## src/rtl/sccb_reg_responder.sv

```systemverilog
// sccb_reg_responder: camera-side SCCB/I2C responder that exposes OV5640-style
// 16-bit-address / 8-bit-data register accesses on a simple register-file port.
// SCL/SDA are oversampled on clk; all bus timing is derived from detected edges.
// Optional feature macro: SCCB_RESP_AUTOINC_EN. When defined, the register
// pointer advances after every write byte and every master-ACKed read byte.
// When undefined, the pointer stays at the address loaded by ADDR_L.

module sccb_reg_responder #(
  parameter logic [7:0] DEVICE_ID   = 8'h78,
  parameter int         SYNC_STAGES = 2
) (
  input  logic        clk,
  input  logic        reset,
  input  logic        scl_in,
  input  logic        sda_in,
  output logic        sda_oe,
  output logic        reg_wr_en,
  output logic [15:0] reg_wr_addr,
  output logic [7:0]  reg_wr_data,
  output logic        reg_rd_req,
  output logic [15:0] reg_rd_addr,
  input  logic [7:0]  reg_rd_data,
  output logic        busy
);

  localparam logic [3:0] S_IDLE       = 4'd0;
  localparam logic [3:0] S_ID         = 4'd1;
  localparam logic [3:0] S_ID_ACK     = 4'd2;
  localparam logic [3:0] S_ADDR_H     = 4'd3;
  localparam logic [3:0] S_ADDR_H_ACK = 4'd4;
  localparam logic [3:0] S_ADDR_L     = 4'd5;
  localparam logic [3:0] S_ADDR_L_ACK = 4'd6;
  localparam logic [3:0] S_WDATA      = 4'd7;
  localparam logic [3:0] S_WDATA_ACK  = 4'd8;
  localparam logic [3:0] S_RDATA      = 4'd9;
  localparam logic [3:0] S_RDATA_ACK  = 4'd10;
  localparam logic [3:0] S_IGNORE     = 4'd11;

  logic [SYNC_STAGES-1:0] scl_sync;
  logic [SYNC_STAGES-1:0] sda_sync;
  logic                   scl_d;
  logic                   sda_d;
  logic                   scl_s;
  logic                   sda_s;
  logic                   scl_rise;
  logic                   scl_fall;
  logic                   start_det;
  logic                   stop_det;

  logic [3:0]  state;
  logic [2:0]  bit_cnt;
  logic [6:0]  shift_reg;
  logic [7:0]  rx_byte;
  logic [7:0]  tx_reg;
  logic [15:0] pointer;
  logic        ack_phase;
  logic        rd_mode;
  logic        rd_capture;

  assign scl_s = scl_sync[SYNC_STAGES-1];
  assign sda_s = sda_sync[SYNC_STAGES-1];

  // START wins over a simultaneous SCL rise because only the level of SCL matters here
  assign scl_rise  = scl_s & ~scl_d;
  assign scl_fall  = ~scl_s & scl_d;
  assign start_det = scl_s & sda_d & ~sda_s;
  assign stop_det  = scl_s & ~sda_d & sda_s;

  assign rx_byte = {shift_reg, sda_s};

  // Synchronize the bus pins and keep one extra stage for edge detection; idle bus is high
  always_ff @(posedge clk) begin
    if (reset) begin
      scl_sync <= '1;
      sda_sync <= '1;
      scl_d    <= 1'b1;
      sda_d    <= 1'b1;
    end else begin
      scl_sync <= {scl_sync[SYNC_STAGES-2:0], scl_in};
      sda_sync <= {sda_sync[SYNC_STAGES-2:0], sda_in};
      scl_d    <= scl_s;
      sda_d    <= sda_s;
    end
  end

  // Transaction decoder: bytes shift in on SCL rise, SDA drive only moves on SCL fall
  always_ff @(posedge clk) begin
    if (reset) begin
      state       <= S_IDLE;
      bit_cnt     <= 3'd0;
      shift_reg   <= 7'd0;
      tx_reg      <= 8'd0;
      pointer     <= 16'd0;
      ack_phase   <= 1'b0;
      rd_mode     <= 1'b0;
      rd_capture  <= 1'b0;
      sda_oe      <= 1'b0;
      reg_wr_en   <= 1'b0;
      reg_wr_addr <= 16'd0;
      reg_wr_data <= 8'd0;
      reg_rd_req  <= 1'b0;
      reg_rd_addr <= 16'd0;
      busy        <= 1'b0;
    end else begin
      reg_wr_en  <= 1'b0;
      reg_rd_req <= 1'b0;
      rd_capture <= reg_rd_req;
      if (rd_capture) begin
        tx_reg <= reg_rd_data;
      end

      if (start_det) begin
        state     <= S_ID;
        bit_cnt   <= 3'd0;
        ack_phase <= 1'b0;
        sda_oe    <= 1'b0;
        busy      <= 1'b1;
      end else if (stop_det) begin
        state     <= S_IDLE;
        ack_phase <= 1'b0;
        sda_oe    <= 1'b0;
        busy      <= 1'b0;
      end else begin
        case (state)
          S_ID, S_ADDR_H, S_ADDR_L, S_WDATA: begin
            if (scl_rise) begin
              shift_reg <= rx_byte[6:0];
              bit_cnt   <= bit_cnt + 3'd1;
              ack_phase <= 1'b0;
              if (bit_cnt == 3'd7) begin
                case (state)
                  S_ID: begin
                    if (rx_byte[7:1] == DEVICE_ID[7:1]) begin
                      rd_mode <= rx_byte[0];
                      state   <= S_ID_ACK;
                    end else begin
                      state <= S_IGNORE;
                    end
                  end
                  S_ADDR_H: begin
                    pointer[15:8] <= rx_byte;
                    state         <= S_ADDR_H_ACK;
                  end
                  S_ADDR_L: begin
                    pointer[7:0] <= rx_byte;
                    state        <= S_ADDR_L_ACK;
                  end
                  default: begin
                    reg_wr_en   <= 1'b1;
                    reg_wr_addr <= pointer;
                    reg_wr_data <= rx_byte;
`ifdef SCCB_RESP_AUTOINC_EN
                    pointer <= pointer + 16'd1;
`else
                    pointer <= pointer;
`endif
                    state <= S_WDATA_ACK;
                  end
                endcase
              end
            end
          end

          S_ID_ACK, S_ADDR_H_ACK, S_ADDR_L_ACK, S_WDATA_ACK: begin
            if (scl_rise && ack_phase && state == S_ID_ACK && rd_mode) begin
              reg_rd_req  <= 1'b1;
              reg_rd_addr <= pointer;
            end
            if (scl_fall) begin
              if (!ack_phase) begin
                sda_oe    <= 1'b1;
                ack_phase <= 1'b1;
              end else begin
                ack_phase <= 1'b0;
                bit_cnt   <= 3'd0;
                sda_oe    <= 1'b0;
                case (state)
                  S_ID_ACK: begin
                    if (rd_mode) begin
                      state  <= S_RDATA;
                      sda_oe <= ~tx_reg[7];
                      tx_reg <= {tx_reg[6:0], 1'b0};
                    end else begin
                      state <= S_ADDR_H;
                    end
                  end
                  S_ADDR_H_ACK: state <= S_ADDR_L;
                  default:      state <= S_WDATA;
                endcase
              end
            end
          end

          S_RDATA: begin
            if (scl_fall) begin
              sda_oe <= ~tx_reg[7];
              tx_reg <= {tx_reg[6:0], 1'b0};
            end else if (scl_rise) begin
              bit_cnt <= bit_cnt + 3'd1;
              if (bit_cnt == 3'd7) begin
                state     <= S_RDATA_ACK;
                ack_phase <= 1'b0;
              end
            end
          end

          S_RDATA_ACK: begin
            if (scl_fall && !ack_phase) begin
              sda_oe    <= 1'b0;
              ack_phase <= 1'b1;
            end else if (scl_rise && ack_phase) begin
              ack_phase <= 1'b0;
              if (!sda_s) begin
                reg_rd_req <= 1'b1;
                bit_cnt    <= 3'd0;
                state      <= S_RDATA;
`ifdef SCCB_RESP_AUTOINC_EN
                pointer     <= pointer + 16'd1;
                reg_rd_addr <= pointer + 16'd1;
`else
                reg_rd_addr <= pointer;
`endif
              end else begin
                state <= S_IGNORE;
              end
            end
          end

          S_IDLE, S_IGNORE: begin
            sda_oe <= 1'b0;
          end

          default: begin
            state  <= S_IDLE;
            sda_oe <= 1'b0;
          end
        endcase
      end
    end
  end

endmodule
```

## config.mk

```make
export PLATFORM = sky130hd
export DESIGN_NAME = sccb_reg_responder
export DESIGN_NICKNAME = d
export VERILOG_FILES = /design/src/rtl/sccb_reg_responder.sv
export SDC_FILE = /design/constraint.sdc
export NUM_CORES = 1
export LEC_CHECK = 0
export ABC_AREA = 1
export CAP_MARGIN = 20
export CORE_MARGIN = 5
export CORE_UTILIZATION = 58
export CTS_CLUSTER_DIAMETER = 80
export DETAILED_ROUTE_END_ITERATION = 8
export PLACE_DENSITY = 0.82
export SETUP_SLACK_MARGIN = 0.1
export SYNTH_ARGS = -nofsm -noshare
export SYNTH_HDL_FRONTEND = slang
export SYNTH_SLANG_ARGS = --single-unit
```

## constraint.sdc

```tcl
create_clock -name clk -period 2.4 [get_ports clk]
set_input_delay 0.36 -clock clk [delete_from_list [all_inputs] [get_ports clk]]
set_output_delay 0.36 -clock clk [all_outputs]
set_load 0.1 [all_outputs]
```

# After elaboration in Yosys (flattened, before gate mapping)

Index checks and enable logic that the tools add are counted.

Flip-flop bits (word level): 91
Input port bits: 12
Output and inout bits: 44
Word-level logic and storage cells: 167

$add $sub $neg: 1
Eq/ne operators: 37
Muxes and demuxes: 63
Bitwise logic cells: 18
Reductions and logical operators: 27

Operators by type and width:

| kind                                           | count |
|---|---|
| 2-to-1 mux 16 bit                              | 4 |
| 2-to-1 mux 8 bit                               | 8 |
| 2-to-1 mux 4 bit                               | 11 |
| inequality test 4 bit (second input constant)  | 9 |
| one-hot mux 16 bit (2 select lines)            | 1 |
| inequality test 2 bit (second input constant)  | 13 |
| 2-to-1 mux 1 bit                               | 23 |
| 2-to-1 mux 3 bit                               | 7 |
| AND reduction 7 bit                            | 3 |
| one-hot mux 4 bit (5 select lines)             | 1 |
| AND reduction 10 bit                           | 2 |
| AND reduction 6 bit                            | 3 |
| == test 4 x 3 -> 1 bit (second input constant) | 4 |
| == test 4 bit (second input constant)          | 4 |
| one-hot mux 8 bit (2 select lines)             | 1 |
| NOT 1 bit                                      | 12 |
| one-hot mux 3 bit (4 select lines)             | 1 |
| one-hot mux 4 bit (3 select lines)             | 1 |
| == test 4 x 2 -> 1 bit (second input constant) | 2 |
| one-hot mux 1 bit (4 select lines)             | 2 |
| one-hot mux 4 bit (2 select lines)             | 1 |
| AND reduction 4 bit                            | 2 |
| AND reduction 8 bit                            | 1 |
| OR reduction 4 bit                             | 2 |
| 16 further kinds                               | 28 |

# Depth between registers and ports, before layout

Depth after elaboration: 8
Mapped depth: 13
Mapped depth without buffers: 12

# Worst setup path before layout

OpenSTA, ideal clock, no wires.

Kind: flip-flop to flip-flop
Start point: reg bit_cnt[0]
End point: reg pointer[10]
Setup time: 0.132 ns
Arrival: 1.371 ns
Data required time: 2.268 ns
Setup slack: 0.896 ns
Cell stages (with the launch flop): 8
Path buffers: 0
Period minus slack after synthesis: 1.504 ns
Cell sequence: dfxtp_1 ha_1 ha_1 inv_1 nor3_4 nand2_1 nand2_1 a21oi_1

Longest elaborated chain between the ends: 2

RTL lines:

| what                                 | line | RTL |
|---|---|---|
| from (decl)                          | 51   | `logic [2:0] bit_cnt;` |
| from (signal assigned)               | 128  | `bit_cnt <= bit_cnt + 3'd1;` |
| from (signal assigned)               | 199  | `bit_cnt <= bit_cnt + 3'd1;` |
| == test 3 bit                        | 130  | `if (bit_cnt == 3'd7) begin` |
| AND reduction 6 bit (no source line) | --   |  |
| to (signal assigned)                 | 141  | `pointer[15:8] <= rx_byte;` |
| to (signal assigned)                 | 155  | `pointer <= pointer;` |
| to (decl)                            | 55   | `logic [15:0] pointer;` |

Every way passes these cells.
A chain may end at the register's enable or synchronous reset.

# Worst setup path after layout

Start point: reg sda_sync[1]
End point: reg shift_reg[2]

Longest elaborated chain between the ends: 4
Elaborated cells on any way between the ends: 6
Those cells by class: 5 x bitwise; 1 x reduce/logical

RTL lines:

| what                                   | line | RTL |
|---|---|---|
| from (decl)                            | 40   | `logic [SYNC_STAGES-1:0] sda_sync;` |
| from (signal assigned)                 | 80   | `sda_sync <= {sda_sync[SYNC_STAGES-2:0], sda_in};` |
| NOT 1 bit                              | 66   | `assign start_det = scl_s & sda_d & ~sda_s;` |
| bitwise AND 1 bit                      | 66   |  |
| NOT 1 bit (no source line)             | --   |  |
| AND reduction 4 bit (no source line) * | --   |  |
| to (signal assigned)                   | 127  | `shift_reg <= rx_byte[6:0];` |
| to (decl)                              | 52   | `logic [6:0] shift_reg;` |

Mark *: on every way between the ends. The rest lies on a longest branch, timed or not.

==> flow_metrics.py <==
metrics = {
    "layout": {
        "num-nets-final": 566,
        "syn_to_final_growth_pct": 17.3,
        "final_cell_area_um2": 4430,
        "layout-drive-gt1-share_pct": 17.4,
        "diodes": 0,
        "final_util_pct": 69.8,
        "top_regs": "pointer (16), reg_rd_addr (16), reg_wr_addr (16)",
        "seq_area_um2": 1820,
        "fillers": 547,
        "multi_input_area_um2": 1670,
    },
    "global_routing": {
        "grt_pass1_vias": 3238,
        "grt_usage_pct": 22.2,
        "grt_antenna_before_repair": 0,
        "gr-total-overflow": 0,
        "grt_max_degree": 44,
        "grt_pass1_wl_um": 15300,
    },
    "yosys": {
        "synth-seq-area-share_pct": 48.2,
        "synth-simple-area-share_pct": 28.3,
        "synth.largest_area_cell": "dfxtp_1",
        "synth.most_common_cell": "nand2_1",
        "ys_ff_latch": 91,
        "avgSynthCellArea_um2": 7.57,
        "synth_area_leaders": "dfxtp_1, nand2_1, a21oi_1",
        "synth_edf_count": 0,
        "synthFlopType": "dfxtp_1",
        "synth_nets": 513,
        "synth_compound_area_share_pct": 13.7,
        "synth_mux_area_share_pct": 1.59,
        "async_reset_ff_share_pct": 0,
        "synthesis.area_um2": 3780,
        "ys_warn_count": 0,
        "synthAdderAreaFrac_pct": 0.662,
        "synth_common_cells": "nand2_1, dfxtp_1, nor2_1, a21oi_1, o21ai_0",
        "yosys.area_share.xor_xnor_pct": 0,
        "synth_cell_types": 34,
        "synth_top_area_share_pct": 48.2,
        "synthCells": 499,
        "synth_top_family_by_area": "simple AND/OR/NAND/NOR gates",
    },
    "die": {
        "initial_core_util_pct": 59.5,
        "io_pins": 56,
        "die_h_um": 90.7,
        "dieWidth_um": 90.7,
        "core_area_um2": 6350,
        "rows": 29,
        "die_area_um2": 8230,
    },
    "sta": {
        "finalCritPeriodShare_pct": 78.0,
        "tightest_slew_ns": 0.500,
        "finalSetupViolations": 0,
        "drv_slew": 0,
        "tns_ns": 0,
        "finalWorstSetupSlack_ns": 0.529,
        "hold_viol": 0,
        "rsz0062_at_grt": "no",
        "slew_headroom_pct": 66.5,
        "fmax_mhz": 534,
        "period_minus_slack_ns": 1.87,
        "skew_ns": 0.00825,
    },
    "pwr": {
        "combinationalPowerShare_pct": 33.1,
        "pwr-share-seq_pct": 41.8,
        "p_int_uw": 2410,
        "sw_frac_of_total_pct": 40.1,
        "leakage_uw": 0.00181,
        "peakVddDrop_mv": 0.750,
        "power_switching_uw": 1610,
        "p_per_area_nw_per_um2": 907,
        "clkPwrFrac_pct": 25.0,
    },
    "worst_hold_path": {
        "hold_depth": 1,
        "min_from": "scl_sync[0]",
        "hold_class": "flop to flop",
    },
    "clocking": {
        "postCtsSetupRepairBufs": 0,
        "ctsResizeCount": 0,
        "cts-hold-fix-buffers": 0,
        "numCtsBuffers": 9,
        "path_clk_slew_ns": 0.09,
        "cts.sinks": 91,
        "insertion_delay_ns": 0.36,
        "htree_levels": 3,
        "cts_tree": "yes",
        "clockRootBuffer": "clkbuf_8",
        "clockBufferDepth": 2,
    },
    "setup_path": {
        "cp.required_ns": 2.63,
        "cp_max_fo": 14,
        "path_class": "flop to flop",
        "r2r_start": "sda_sync[1]",
        "crit_start": "sda_sync[1]",
        "critPathLaunchType": "flop",
        "path_cells": "inv_2 -> nor2_1 -> nand2_1 -> nand2_2 -> inv_1 -> nand4_1 -> o21ai_0 -> a21oi_1",
        "cp-end-kind": "flop",
        "rr_worst_depth": 8,
        "slowest_delay_ns": 0.41,
        "cp_slowest_cell": "nand4_1",
        "crit_arrival_ns": 2.10,
    },
    "route": {
        "ant_nets": 0,
        "avgRoutedWirePerCell_um": 13.8,
        "route.met3.wl_um": 500,
        "vias_per_cell": 5.44,
        "drc": 0,
        "drtPass1Iterations": 5,
        "wl_met2_um": 4160,
        "drtIter0Drc": 286,
        "num_vias": 3446,
        "route.top_layer_used": "met4",
        "routed_wl_um": 8770,
        "wl_met1_um": 4010,
    },
    "flow_run": {
        "cap_violations": 0,
    },
    "placed_design": {
        "place_ws_ns": 0.547,
        "gp_congestion": 0.926,
        "placed_cell_area_um2": 4230,
        "portBuffers": 55,
        "dpl.hpwl_um": 6430,
    },
    "outcome": {
        "status": "complete, no violations",
    },
}
==> per-stage QoR <==
step,hold WS [ns],std cells,total power (µW)
after CTS,0.420,634,4050
after detailed placement,0.400,618,3050
final,0.423,634,4020
after global placement,0.394,618,3030
after floorplan,0.389,499,2830
after global routing,0.431,634,4270
==> worst max-delay path: cells and delay by family (launching register included) <==
kind	cells	cell delay, ns
AOI/OAI and AO/OA	2	0.40
buffers and inverters	2	0.25
DFF	1	0.37
and+or+nand+nor	4	0.71
==> area by class of cell <==
type	count	share of cell area [%]
sequential	91	41.1
timing repair buffer	61	11.0
tap	77	2.17
multi-input combinational	348	37.7
inverter	41	3.59
clock buffer	11	3.42
clock inverter	5	1.02
==> power groups by stage <==
stage | sequential, µW | combinational, µW | clock, µW
after floorplan | 2090 | 741 | 0
after global placement | 1710 | 1320 | 0
after detailed placement | 1720 | 1340 | 0
after CTS | 1680 | 1340 | 1030
after global routing | 1690 | 1480 | 1100
final | 1680 | 1330 | 1010
==> final timing paths <==
kind	endpoint	slack, ns
hold / removal	scl_sync[1]	0.42
setup / recovery	shift_reg[2]	0.53
hold reg to reg	scl_sync[1]	0.42
setup reg to reg	shift_reg[2]	0.53
==> routing by layer <==
| layer | up-vias | GRT usage, % |
|---|---|---|
| met4 | 0 | 5.58 |
| met1 | 1614 | 29.3 |
| met2 | 92 | 35.7 |
| li1 | 1731 | - |
| met5 | - | 0 |
| met3 | 9 | 6.25 |
==> cell usage in the layout (no fill, tap or decap), types with 11 or more instances in the layout <==
cell / instances
dfxtp_1: 91
a21oi_1: 50
buf_4: 50
inv_1: 35
nand3_1: 39
clkbuf_8: 11
clkdlybuf4s50_1: 11
nand2_1: 104
nor2_1: 65
o21ai_0: 42
==> cells by family after synthesis <==
logic type,Yosys count
AO/OA/AOI/OAI,100
adder cells (fa/ha/maj),2
buffers and inverters,60
flip-flops,91
multiplexers,6
AND/OR/NAND/NOR,240
Note: power is estimated with default switching activity, not from simulation.
